<file path="src/rtl/sdram_fifo_pkg.sv">
// Shared types and width helpers for the SDRAM-path FIFOs.
package sdram_fifo_pkg;

    function automatic int fifo_addr_w(input int depth);
        return $clog2(depth);
    endfunction

    typedef struct packed {
        logic full;
        logic empty;
        logic almost_full;
        logic almost_empty;
    } fifo_status_t;

endpackage

</file>
<file path="src/rtl/fifo_mem.sv">
// Dual-port FIFO storage: synchronous write port, asynchronous read port.
module fifo_mem #(
    parameter int DataWidth = 16,
    parameter int Depth     = 8
) (
    input  logic                       i_clk,
    input  logic                       i_wr_en,
    input  logic [$clog2(Depth)-1:0]   i_wr_addr,
    input  logic [DataWidth-1:0]       i_wr_data,
    input  logic [$clog2(Depth)-1:0]   i_rd_addr,
    output logic [DataWidth-1:0]       o_rd_data
);

    logic [DataWidth-1:0] mem [Depth];

    always_ff @(posedge i_clk) begin
        if (i_wr_en) mem[i_wr_addr] <= i_wr_data;
    end

    assign o_rd_data = mem[i_rd_addr];

endmodule

</file>
<file path="src/rtl/sync_fifo_ctrl.sv">
// First-word-fall-through FIFO controller around fifo_mem.
// Define SYNC_FIFO_CTRL_WATERMARK_EN to enable registered almost-full/almost-empty flags.
module sync_fifo_ctrl
    import sdram_fifo_pkg::*;
#(
    parameter int DataWidth      = 16,
    parameter int Depth          = 8,
    parameter int AlmostFullThr  = 6,
    parameter int AlmostEmptyThr = 2
) (
    input  logic                          i_clk,
    input  logic                          i_rst,
    input  logic                          i_flush,
    input  logic                          i_wr_valid,
    output logic                          o_wr_ready,
    input  logic [DataWidth-1:0]          i_wr_data,
    output logic                          o_rd_valid,
    input  logic                          i_rd_ready,
    output logic [DataWidth-1:0]          o_rd_data,
    output logic [fifo_addr_w(Depth):0]   o_count,
    output logic                          o_almost_full,
    output logic                          o_almost_empty
);

    localparam int AddrWidth = fifo_addr_w(Depth);
    typedef logic [AddrWidth:0] ptr_t;
    typedef logic [AddrWidth:0] count_t;

    if (Depth < 2 || (Depth & (Depth - 1)) != 0) begin : g_bad_depth
        $error("sync_fifo_ctrl: Depth must be a power of two >= 2");
    end
    if (AlmostFullThr < 0 || AlmostFullThr > Depth ||
        AlmostEmptyThr < 0 || AlmostEmptyThr > Depth) begin : g_bad_thr
        $error("sync_fifo_ctrl: watermark thresholds must lie in 0..Depth");
    end

    ptr_t         wr_ptr, rd_ptr;
    count_t       count_q, next_count;
    fifo_status_t status;
    logic         wr_fire, rd_fire;
    logic         af_flag, ae_flag;

    always_comb begin
        status              = '0;
        status.empty        = (wr_ptr == rd_ptr);
        status.full         = (wr_ptr[AddrWidth-1:0] == rd_ptr[AddrWidth-1:0]) &&
                              (wr_ptr[AddrWidth] != rd_ptr[AddrWidth]);
        status.almost_full  = af_flag;
        status.almost_empty = ae_flag;
    end

    assign o_wr_ready = !status.full && !i_rst;
    assign o_rd_valid = !status.empty;

    // Flush wins over both handshakes; reset already drops ready on the write side.
    assign wr_fire = i_wr_valid && o_wr_ready && !i_flush;
    assign rd_fire = o_rd_valid && i_rd_ready && !i_flush && !i_rst;

    always_comb begin
        next_count = count_q;
        if (i_rst || i_flush) begin
            next_count = '0;
        end else begin
            case ({wr_fire, rd_fire})
                2'b10:   next_count = count_q + count_t'(1);
                2'b01:   next_count = count_q - count_t'(1);
                default: next_count = count_q;
            endcase
        end
    end

    always_ff @(posedge i_clk) begin
        if (i_rst || i_flush) begin
            wr_ptr  <= '0;
            rd_ptr  <= '0;
            count_q <= '0;
        end else begin
            if (wr_fire) wr_ptr <= wr_ptr + ptr_t'(1);
            if (rd_fire) rd_ptr <= rd_ptr + ptr_t'(1);
            count_q <= next_count;
        end
    end

`ifdef SYNC_FIFO_CTRL_WATERMARK_EN
    localparam count_t AfThr = count_t'(AlmostFullThr);
    localparam count_t AeThr = count_t'(AlmostEmptyThr);

    // Flags look at next_count so they move in the same cycle as o_count.
    always_ff @(posedge i_clk) begin
        if (i_rst) begin
            af_flag <= 1'b0;
            ae_flag <= 1'b1;
        end else begin
            af_flag <= (next_count >= AfThr);
            ae_flag <= (next_count <= AeThr);
        end
    end
`else
    assign af_flag = 1'b0;
    assign ae_flag = 1'b0;
`endif

    assign o_count        = count_q;
    assign o_almost_full  = status.almost_full;
    assign o_almost_empty = status.almost_empty;

    fifo_mem #(
        .DataWidth (DataWidth),
        .Depth     (Depth)
    ) u_mem (
        .i_clk     (i_clk),
        .i_wr_en   (wr_fire),
        .i_wr_addr (wr_ptr[AddrWidth-1:0]),
        .i_wr_data (i_wr_data),
        .i_rd_addr (rd_ptr[AddrWidth-1:0]),
        .o_rd_data (o_rd_data)
    );

    a_no_wr_full:  assert property (@(posedge i_clk) disable iff (i_rst) !(wr_fire && status.full));
    a_no_rd_empty: assert property (@(posedge i_clk) disable iff (i_rst) !(rd_fire && status.empty));
    a_count_max:   assert property (@(posedge i_clk) int'(count_q) <= Depth);
    a_count_ptrs:  assert property (@(posedge i_clk) count_q == ptr_t'(wr_ptr - rd_ptr));

endmodule

</file>
<file path="config.mk">
export PLATFORM = sky130hd
export DESIGN_NAME = sync_fifo_ctrl
export DESIGN_NICKNAME = d
export VERILOG_FILES = /design/src/rtl/sdram_fifo_pkg.sv /design/src/rtl/fifo_mem.sv /design/src/rtl/sync_fifo_ctrl.sv
export SDC_FILE = /design/constraint.sdc
export NUM_CORES = 1
export LEC_CHECK = 0
export BUFFER_PORTS_ARGS = -buffer_cell sky130_fd_sc_hd__buf_2
export CAP_MARGIN = 10
export CELL_PAD_IN_SITES_DETAIL_PLACEMENT = 0
export CELL_PAD_IN_SITES_GLOBAL_PLACEMENT = 1
export CORE_ASPECT_RATIO = 0.5
export CORE_MARGIN = 1
export CORE_UTILIZATION = 40
export DETAILED_ROUTE_END_ITERATION = 8
export PLACE_DENSITY_LB_ADDON = 0.1
export SETUP_SLACK_MARGIN = 0.15
export SYNTH_ARGS = -nofsm -noshare
export SYNTH_HDL_FRONTEND = slang
export SYNTH_SLANG_ARGS = --single-unit
</file>
<file path="constraint.sdc">
create_clock -name i_clk -period 3.5 [get_ports i_clk]
set_input_delay 0.7 -clock i_clk [delete_from_list [all_inputs] [get_ports i_clk]]
set_output_delay 0.7 -clock i_clk [all_outputs]
set_load 0.02 [all_outputs]
</file>
### Word level (Yosys, flattened, before mapping)

Memory sizes are Yosys's and may differ from the RTL's. A register that Yosys moved wholly into a read port is not among the register bits.
Cells that the tools add are included.

* output and inout port bits: 24
* memories: 1
* word-level logic and storage cells: 31
* register bits: 12
* RAM bits: 128
* input port bits: 21

Memory list
* u_mem.mem: words 8, bits a word 16, read ports 1, clocked after Yosys merged registers in 1, wr ports 1, line fifo_mem.sv:14 `logic [DataWidth-1:0] mem [Depth];`

* reductions and logical operators: 13
* eq/ne operators: 5
* add/sub/neg operators: 4
* mux-type cells: 5

Operators by type and width (count)
* 4-bit by 1-bit adder with 4-bit output, second input constant: 3
* 4-bit one-hot mux with 2 select lines: 1
* 1-bit logical AND: 7
* 3-bit 2-to-1 mux: 2
* 4-bit equality test: 1
* 1-bit logical NOT: 4
* 4-bit by 1-bit subtractor with 4-bit output, second input constant: 1
* 3-bit equality test: 1
* 2-bit by 1-bit equality test with 1-bit output, second input constant: 1
* 2-bit equality test, second input constant: 1
* 1-bit 2-to-1 mux: 2
* 2-bit nonzero test: 1
* 1-bit logical OR: 1
* 1-bit != test: 1

### Depth between registers and ports, before layout

Gate-level depths: netlist of run 1.

* word-level depth: 8
* depth in mapped cells: 11
* depth with buffers taken out: 10

### By module

Synthesis of run 1 repeated with hierarchy kept, for this count alone.

* cell total of the unflattened synthesis: 286
* area, all modules: 5734.2 µm²

By module, submodules not included
* fifo_mem: cells an instance 198, area each 4973.5 µm², sequential area each 3843.7 µm², times used 1
* sync_fifo_ctrl: cells an instance 88, area each 760.7 µm², sequential area each 240.2 µm², times used 1

### Worst setup path before layout of run 1

Ideal clock, no wire load.

* path type: input-to-reg
* from: in i_flush
* to: mem u_mem.mem[1][0], enable pin
* data arrival time: 2689 ps
* setup time: 430 ps
* slack: 381 ps
* required time: 3070 ps
* cell stages on the path: 3
* path buffers: 0
* cells stage by stage: nor2_1 > nand3_1 > nor4_1

* longest elaborated chain between the ends: 4

Ends and longest elaborated chain
* from (decl): line sync_fifo_ctrl.sv:13 `input logic i_flush,`
* 1-bit logical NOT: line sync_fifo_ctrl.sv:56 `assign wr_fire = i_wr_valid && o_wr_ready && !i_flush;`
* 1-bit logical AND: line sync_fifo_ctrl.sv:56
* 1-bit 2-to-1 mux: line fifo_mem.sv:17 `if (i_wr_en) mem[i_wr_addr] <= i_wr_data;`
* 1-bit 2-to-1 mux (not written as such): line fifo_mem.sv:17
* to (decl): line fifo_mem.sv:14

No other way between the ends.

### Final worst setup path of run 1

* from: reg wr_ptr[1]
* to: out o_wr_ready

* longest elaborated chain between the ends: 4

Ends and longest elaborated chain
* from (decl): line sync_fifo_ctrl.sv:37 `ptr_t wr_ptr, rd_ptr;`
* from (signal assigned): line sync_fifo_ctrl.sv:78 `if (wr_fire) wr_ptr <= wr_ptr + ptr_t'(1);`
* 3-bit equality test: line sync_fifo_ctrl.sv:46 `status.full = (wr_ptr[AddrWidth-1:0] == rd_ptr[AddrWidth-1:0]) &&`
* 1-bit logical AND: line sync_fifo_ctrl.sv:46
* 1-bit logical NOT: line sync_fifo_ctrl.sv:52 `assign o_wr_ready = !status.full && !i_rst;`
* 1-bit logical AND: line sync_fifo_ctrl.sv:52
* to (decl): line sync_fifo_ctrl.sv:15 `output logic o_wr_ready,`

No other way between the ends.

==> results_dict.tcl, run 1 <==
set metrics [dict create \
    outcome "finished clean" \
    use_met1_pct 22.3 \
    crit_slowest_cell "dfxtp_1" \
    ys_warn_count 0 \
    grt_setup_unrepaired "no" \
    initial_utilization_pct 41.5 \
    synthCells 293 \
    yosysUniqueCellTypes 35 \
    die_h_um 86.5 \
    cts_tree "yes" \
    numPortBuffers 42 \
    hp-class "reg2reg" \
    setup_viol 0 \
    fmax_mhz 346 \
    synth_seq_cells 143 \
    drc 0 \
    grt_pass1_wl_mm 16.9 \
    clock-root-buffer "clkbuf_16" \
    arrival_ns 2.19 \
    crit_fanout 9 \
    power_density_nw_per_um2 550 \
    dpl.hpwl_mm 6.00 \
    antenna_found_initial 0 \
    dr.pass1.iters 4 \
    place_congestion 0.752 \
    fp.dieW_um 171 \
    crit_required_ns 2.80 \
    diodes 0 \
    h-tree-depth 4 \
    fin_util_pct 49.2 \
    ir_worst_vdd_mv 0.336 \
    startpoint_type "register" \
    dieArea_um2 14800 \
    finalCriticalPeriod_ns 2.89 \
    cp_cell_sequence "xnor2_2 -> nand3_1 -> nor2_1 -> nor2_1 -> buf_2" \
    coreArea_um2 13700 \
    min_period_over_period_pct 82.5 \
    slowest_delay_ns 0.59 \
    drive_above_1_share_pct 38.6 \
    critical_path_buf_inv_count 1 \
    finalHoldViolations 0 \
    drv_slew 0 \
    synth_area_um2 5710 \
    finalNetCount 377 \
    place_area_um2 6180 \
    fin_area_um2 6750 \
    grt_pass1_vias 3029 \
    grtUsageTotal_pct 16.3 \
    p_leak_nw 2.23 \
    grt_overflow 0 \
    use_met2_pct 24.6 \
    insertion_delay_ns 0.41 \
    num_rows 30 \
    grt.busiest_layer "met2" \
    numCtsBuffers 17 \
    cts_repair_resize_count 0 \
    slew_headroom_pct 62.5 \
    path_delay_family "simple AND/OR/NAND/NOR gates" \
    cts_sinks 143 \
    syn_to_final_growth_pct 18.4 \
    clkTransAtPathRegs_ns 0.06 \
    p_total_mw 3.72 \
    setup_tns_ns 0 \
    postCtsHoldBufs 0 \
    critPathCaptureType "output port" \
    finalWirelength_mm 10.7 \
    viasPerCell 5.07 \
    cts_setup_buffers 0 \
    worstMarginPinSlew_ns 0.561 \
    grt_max_degree 33 \
    maxCapViolCount 0 \
    vias 2813 \
    clk_path_buf_depth 2 \
    post_drt_wl_per_cell_um 19.3 \
    grt_util_met3_pct 5.25 \
    drtAntennaViolNets 0 \
    syn_area_per_cell_um2 19.5 \
    ios 45 \
    crit_type "reg2out" \
    clock_skew_ns 0.00579 \
    ys_seq_area_share_pct 72.6 \
    instances_no_fill 555 \
    initialDrtViolationCount 234 \
    dpl.cell_count 524 \
    path_common_cell "nor2_1" \
]
[area by class of cell]
| class | instances | area, um^2 |
|---|---|---|
| clock inverters | 14 | 144 |
| inverters | 5 | 18.8 |
| flip-flops and latches | 143 | 4150 |
| fillers | 1179 | 6980 |
| multi-input cells | 131 | 1480 |
| repair buffers | 53 | 305 |
| clock buffers | 17 | 425 |
| well taps | 192 | 240 |
[layer usage]
layer / part of all wire [%] / up-vias
li1: - / 1293
met1: 48 / 1449
met5: 0 / -
met4: 1.2 / 0
met2: 46 / 57
met3: 4.1 / 14
[synth_stat cells (all sizes together)]
master	count	area [um^2]
nor3b	1	7.51
mux4	32	721
or4b	1	10.0
o22ai	1	6.26
clkbuf	2	7.51
ha	5	62.6
conb	1	3.75
or3	5	31.3
nor3	5	25.0
nand3	3	15.0
a41o	2	20.0
nor2	16	60.1
inv	5	18.8
buf	13	91.3
nand2	7	26.3
mux2i	3	30.0
nand4b	1	8.76
dfxtp	15	300
o21ai	5	25.0
a21oi	3	15.0
nor4	1	6.26
or2	2	12.5
xnor2	4	57.6
a32o	1	10.0
edfxtp	128	3840
xor2	6	52.6
mux2	16	180
nand4	4	25.0
o21a	2	15.0
a31oi	2	12.5
nand2b	1	6.26
[cell usage in the layout (no fill, tap or decap), types with 3 or more instances in the layout]
cell        netlist  routed
nor2_1           16      16
o21ai_0           5       5
edfxtp_1        128     128
ha_1              5       5
xor2_1            6       6
nand3_1           3       3
inv_1             5       5
mux2i_1           3       3
xnor2_2           3       3
dfxtp_1          15      14
nand2_1           7       7
mux4_2           32      32
clkinv_2          0       3
buf_4             5      10
mux2_2           16      16
clkbuf_16         0      17
a21oi_1           3       3
nor3_2            0       4
or3_1             5       5
nand4_1           4       4
clkinvlp_4        0       4
buf_2             1      42
[power breakdown]
part | internal [mW] | switching [mW] | total [mW]
combinational | 0.0454 | 0.0678 | 0.113
sequential | 1.87 | 0.00517 | 1.87
clock | 1.04 | 0.688 | 1.73
[registers in the layout (all words and copies together), names as in the netlist, named ones only]
name and cells:
rd_ptr 4, o_count 4, wr_ptr 4, u_mem.mem 128
[logic make-up after synthesis]
| family | share of synthesized area (%) |
|---|---|
| compound gates | 1.82 |
| xor+xnor | 1.93 |
| buf+inv | 2.06 |
| fa+ha+maj | 1.10 |
| simple gates | 4.10 |
| mux | 16.3 |
| other cells | 0.0657 |
| flops | 72.6 |
[final timing paths]
| kind | from | to | slack, ns | depth (start not counted) |
|---|---|---|---|---|
| max | wr_ptr[1] | o_wr_ready | 0.61 | 5 |
| min | o_count[3] | o_count[3] | 0.48 | 2 |
| max reg2reg | wr_ptr[1] | o_count[2] | 0.75 | 10 |
| min reg2reg | o_count[3] | o_count[3] | 0.48 | 2 |
[per-stage QoR]
stage          worst slack, ns  hold WS, ns
5_1_grt                  0.429        0.532
2_1_floorplan            0.381        0.498
3_5_place_dp             0.558        0.458
4_1_cts                  0.628        0.472
6_report                 0.613        0.476
3_3_place_gp             0.668        0.453
[worst reg2reg max path, stage by stage (launching register included)]
cell	delay [ns]
dfxtp_1	0.59
xnor2_2	0.17
a41o_1	0.33
or2_1	0.25
ha_1	0.26
xor2_1	0.17
ha_1	0.18
a21oi_1	0.14
xor2_1	0.10
or3_1	0.32
a21oi_1	0.16
Note: power is estimated with default switching activity, not from simulation.
==> run 2: changes to the inputs <==
clock period = 2.9 ns   (was 3.5 ns; I/O delays follow)
==> run 2 against run 1 <==
Utilization rose by 0.41 points. Flip-flop and latch count did not move. Clock-buffer cell count did not move. Register-to-register slack got worse by 0.44 ns. First-iteration DRC count fell by 30%. Wire length rose by 0.94%. Largest power group unchanged.
==> results_dict.tcl, run 2 (synthesis results as in run 1) <==
set metrics [dict create \
    outcome "finished clean" \
    fp.dieW_um 171 \
    p_leak_nw 2.24 \
    diodes 0 \
    maxCapViolCount 0 \
    power_density_nw_per_um2 646 \
    slew_headroom_pct 66.4 \
    finalWirelength_mm 10.8 \
    critPathCaptureType "output port" \
    instances_no_fill 559 \
    finalNetCount 380 \
    worstMarginPinSlew_ns 0.502 \
    drv_slew 0 \
    syn_to_final_growth_pct 19.3 \
    h-tree-depth 4 \
    dieArea_um2 14800 \
    fin_util_pct 49.6 \
    drive_above_1_share_pct 39.5 \
    place_ws_ns 0.221 \
    setup_tns_ns 0 \
    ir_worst_vdd_mv 0.338 \
    place_area_um2 6250 \
    clk_path_buf_depth 2 \
    setup_viol 0 \
    dpl.cell_count 527 \
    initialDrtViolationCount 164 \
    dpl.hpwl_mm 6.31 \
    dr.pass1.iters 5 \
    crit_required_ns 2.32 \
    post_drt_wl_per_cell_um 19.3 \
    critical_path_buf_inv_count 2 \
    crit_slowest_cell "mux4_2" \
    grtUsageTotal_pct 16.2 \
    cts_sinks 143 \
    fmax_mhz 378 \
    crit_type "reg2out" \
    clkTransAtPathRegs_ns 0.07 \
    grt_pass1_vias 2943 \
    fill_cells 1135 \
    arrival_ns 2.06 \
    cts_tree "yes" \
    clock-root-buffer "clkbuf_16" \
    insertion_delay_ns 0.41 \
    finalHoldViolations 0 \
    grt_max_degree 33 \
    path_delay_family "multiplexers" \
    grt_pass1_wl_mm 16.7 \
    grt_overflow 0 \
    mostFrequentLayoutCell "edfxtp_1" \
    place_congestion 0.790 \
    slowest_delay_ns 0.51 \
    drtAntennaViolNets 0 \
    antenna_found_initial 0 \
    whs_ns 0.428 \
    finalCriticalPeriod_ns 2.64 \
    grt_setup_unrepaired "no" \
    viasPerCell 5.09 \
    coreArea_um2 13700 \
    fin_ws_ns 0.256 \
    ios 45 \
    numCtsBuffers 17 \
    crit_fanout 12 \
    p_total_mw 4.40 \
    regMostFlops "u_mem.mem" \
    numPortBuffers 42 \
    initial_utilization_pct 41.5 \
    drc 0 \
    die_h_um 86.5 \
    num_rows 30 \
    cp_cell_sequence "buf_12 -> mux4_2 -> mux2_2 -> buf_2" \
    layout_common_cells "128 x edfxtp_1, 42 x buf_2, 32 x mux4_2" \
    hp-class "in2reg" \
    largest_register_ffs 128 \
    cts_setup_buffers 0 \
    startpoint_type "register" \
    vias 2843 \
    min_period_over_period_pct 91.2 \
    clock_skew_ns 0.00787 \
    fin_area_um2 6810 \
]
==> run 2: changes by cell type in the layout (fill, tap and decap cells not counted), moves of 2 or more <==
cell       delta
buf_12        +3
bufinv_16     -2
clkinv_2      -3
inv_6         +3
inv_8         +3
==> run 2: final cells by class <==
cell class                      instances  area, um^2  share of cell area (%)
Clock buffer                           17         425                    6.25
Clock inverter                         15         125                    1.84
Inverter                                5        18.8                   0.276
Multi-Input combinational cell        131        1490                    21.8
Sequential cell                       143        4150                    60.9
Tap cell                              192         240                    3.53
Timing Repair Buffer                   56         365                    5.36
==> run 2: layer usage <==
layer / track usage [%] / vias to the layer above / wire length [um]
li1: - / 1306 / -
met1: 21.8 / 1453 / 4820
met2: 25.0 / 78 / 5240
met3: 4.61 / 6 / 652
met4: 6.57 / 0 / 73
met5: 0 / - / 0
==> run 2: what timing repair did <==
action                                  CTS  global route
hold buffers                              0             0
gates resized for setup                   1             2
pin swaps                                 0             0
endpoints found under the setup margin   12             2
==> run 2: worst reg2reg max path, stage by stage, from the launching register on <==
cell and delay (ns):
dfxtp_1 0.51, xnor2_2 0.13, a41o_1 0.33, or2_1 0.25, ha_1 0.26, xor2_1 0.17
ha_1 0.18, a21oi_1 0.14, xor2_1 0.09, or3_1 0.31, a21oi_1 0.14
==> run 2: path summary, 6_finish.rpt <==
path | from | to | slack, ns | cells past startpoint
worst min register to register | o_count[3] | o_count[3] | 0.47 | 2
worst max-delay path | register | o_rd_data[9] | 0.26 | 4
worst min-delay path | i_wr_data[6] | u_mem.mem[1][6] | 0.43 | 1
worst max register to register | wr_ptr[0] | o_count[2] | 0.31 | 10
==> run 2: power by group <==
part / switching [mW] / total (mW) / leakage, nW / internal [mW]
clock network: 0.882 / 2.00 / 0.262 / 1.12
registers: 0.00780 / 2.26 / 1.28 / 2.25
logic: 0.0811 / 0.140 / 0.706 / 0.0589
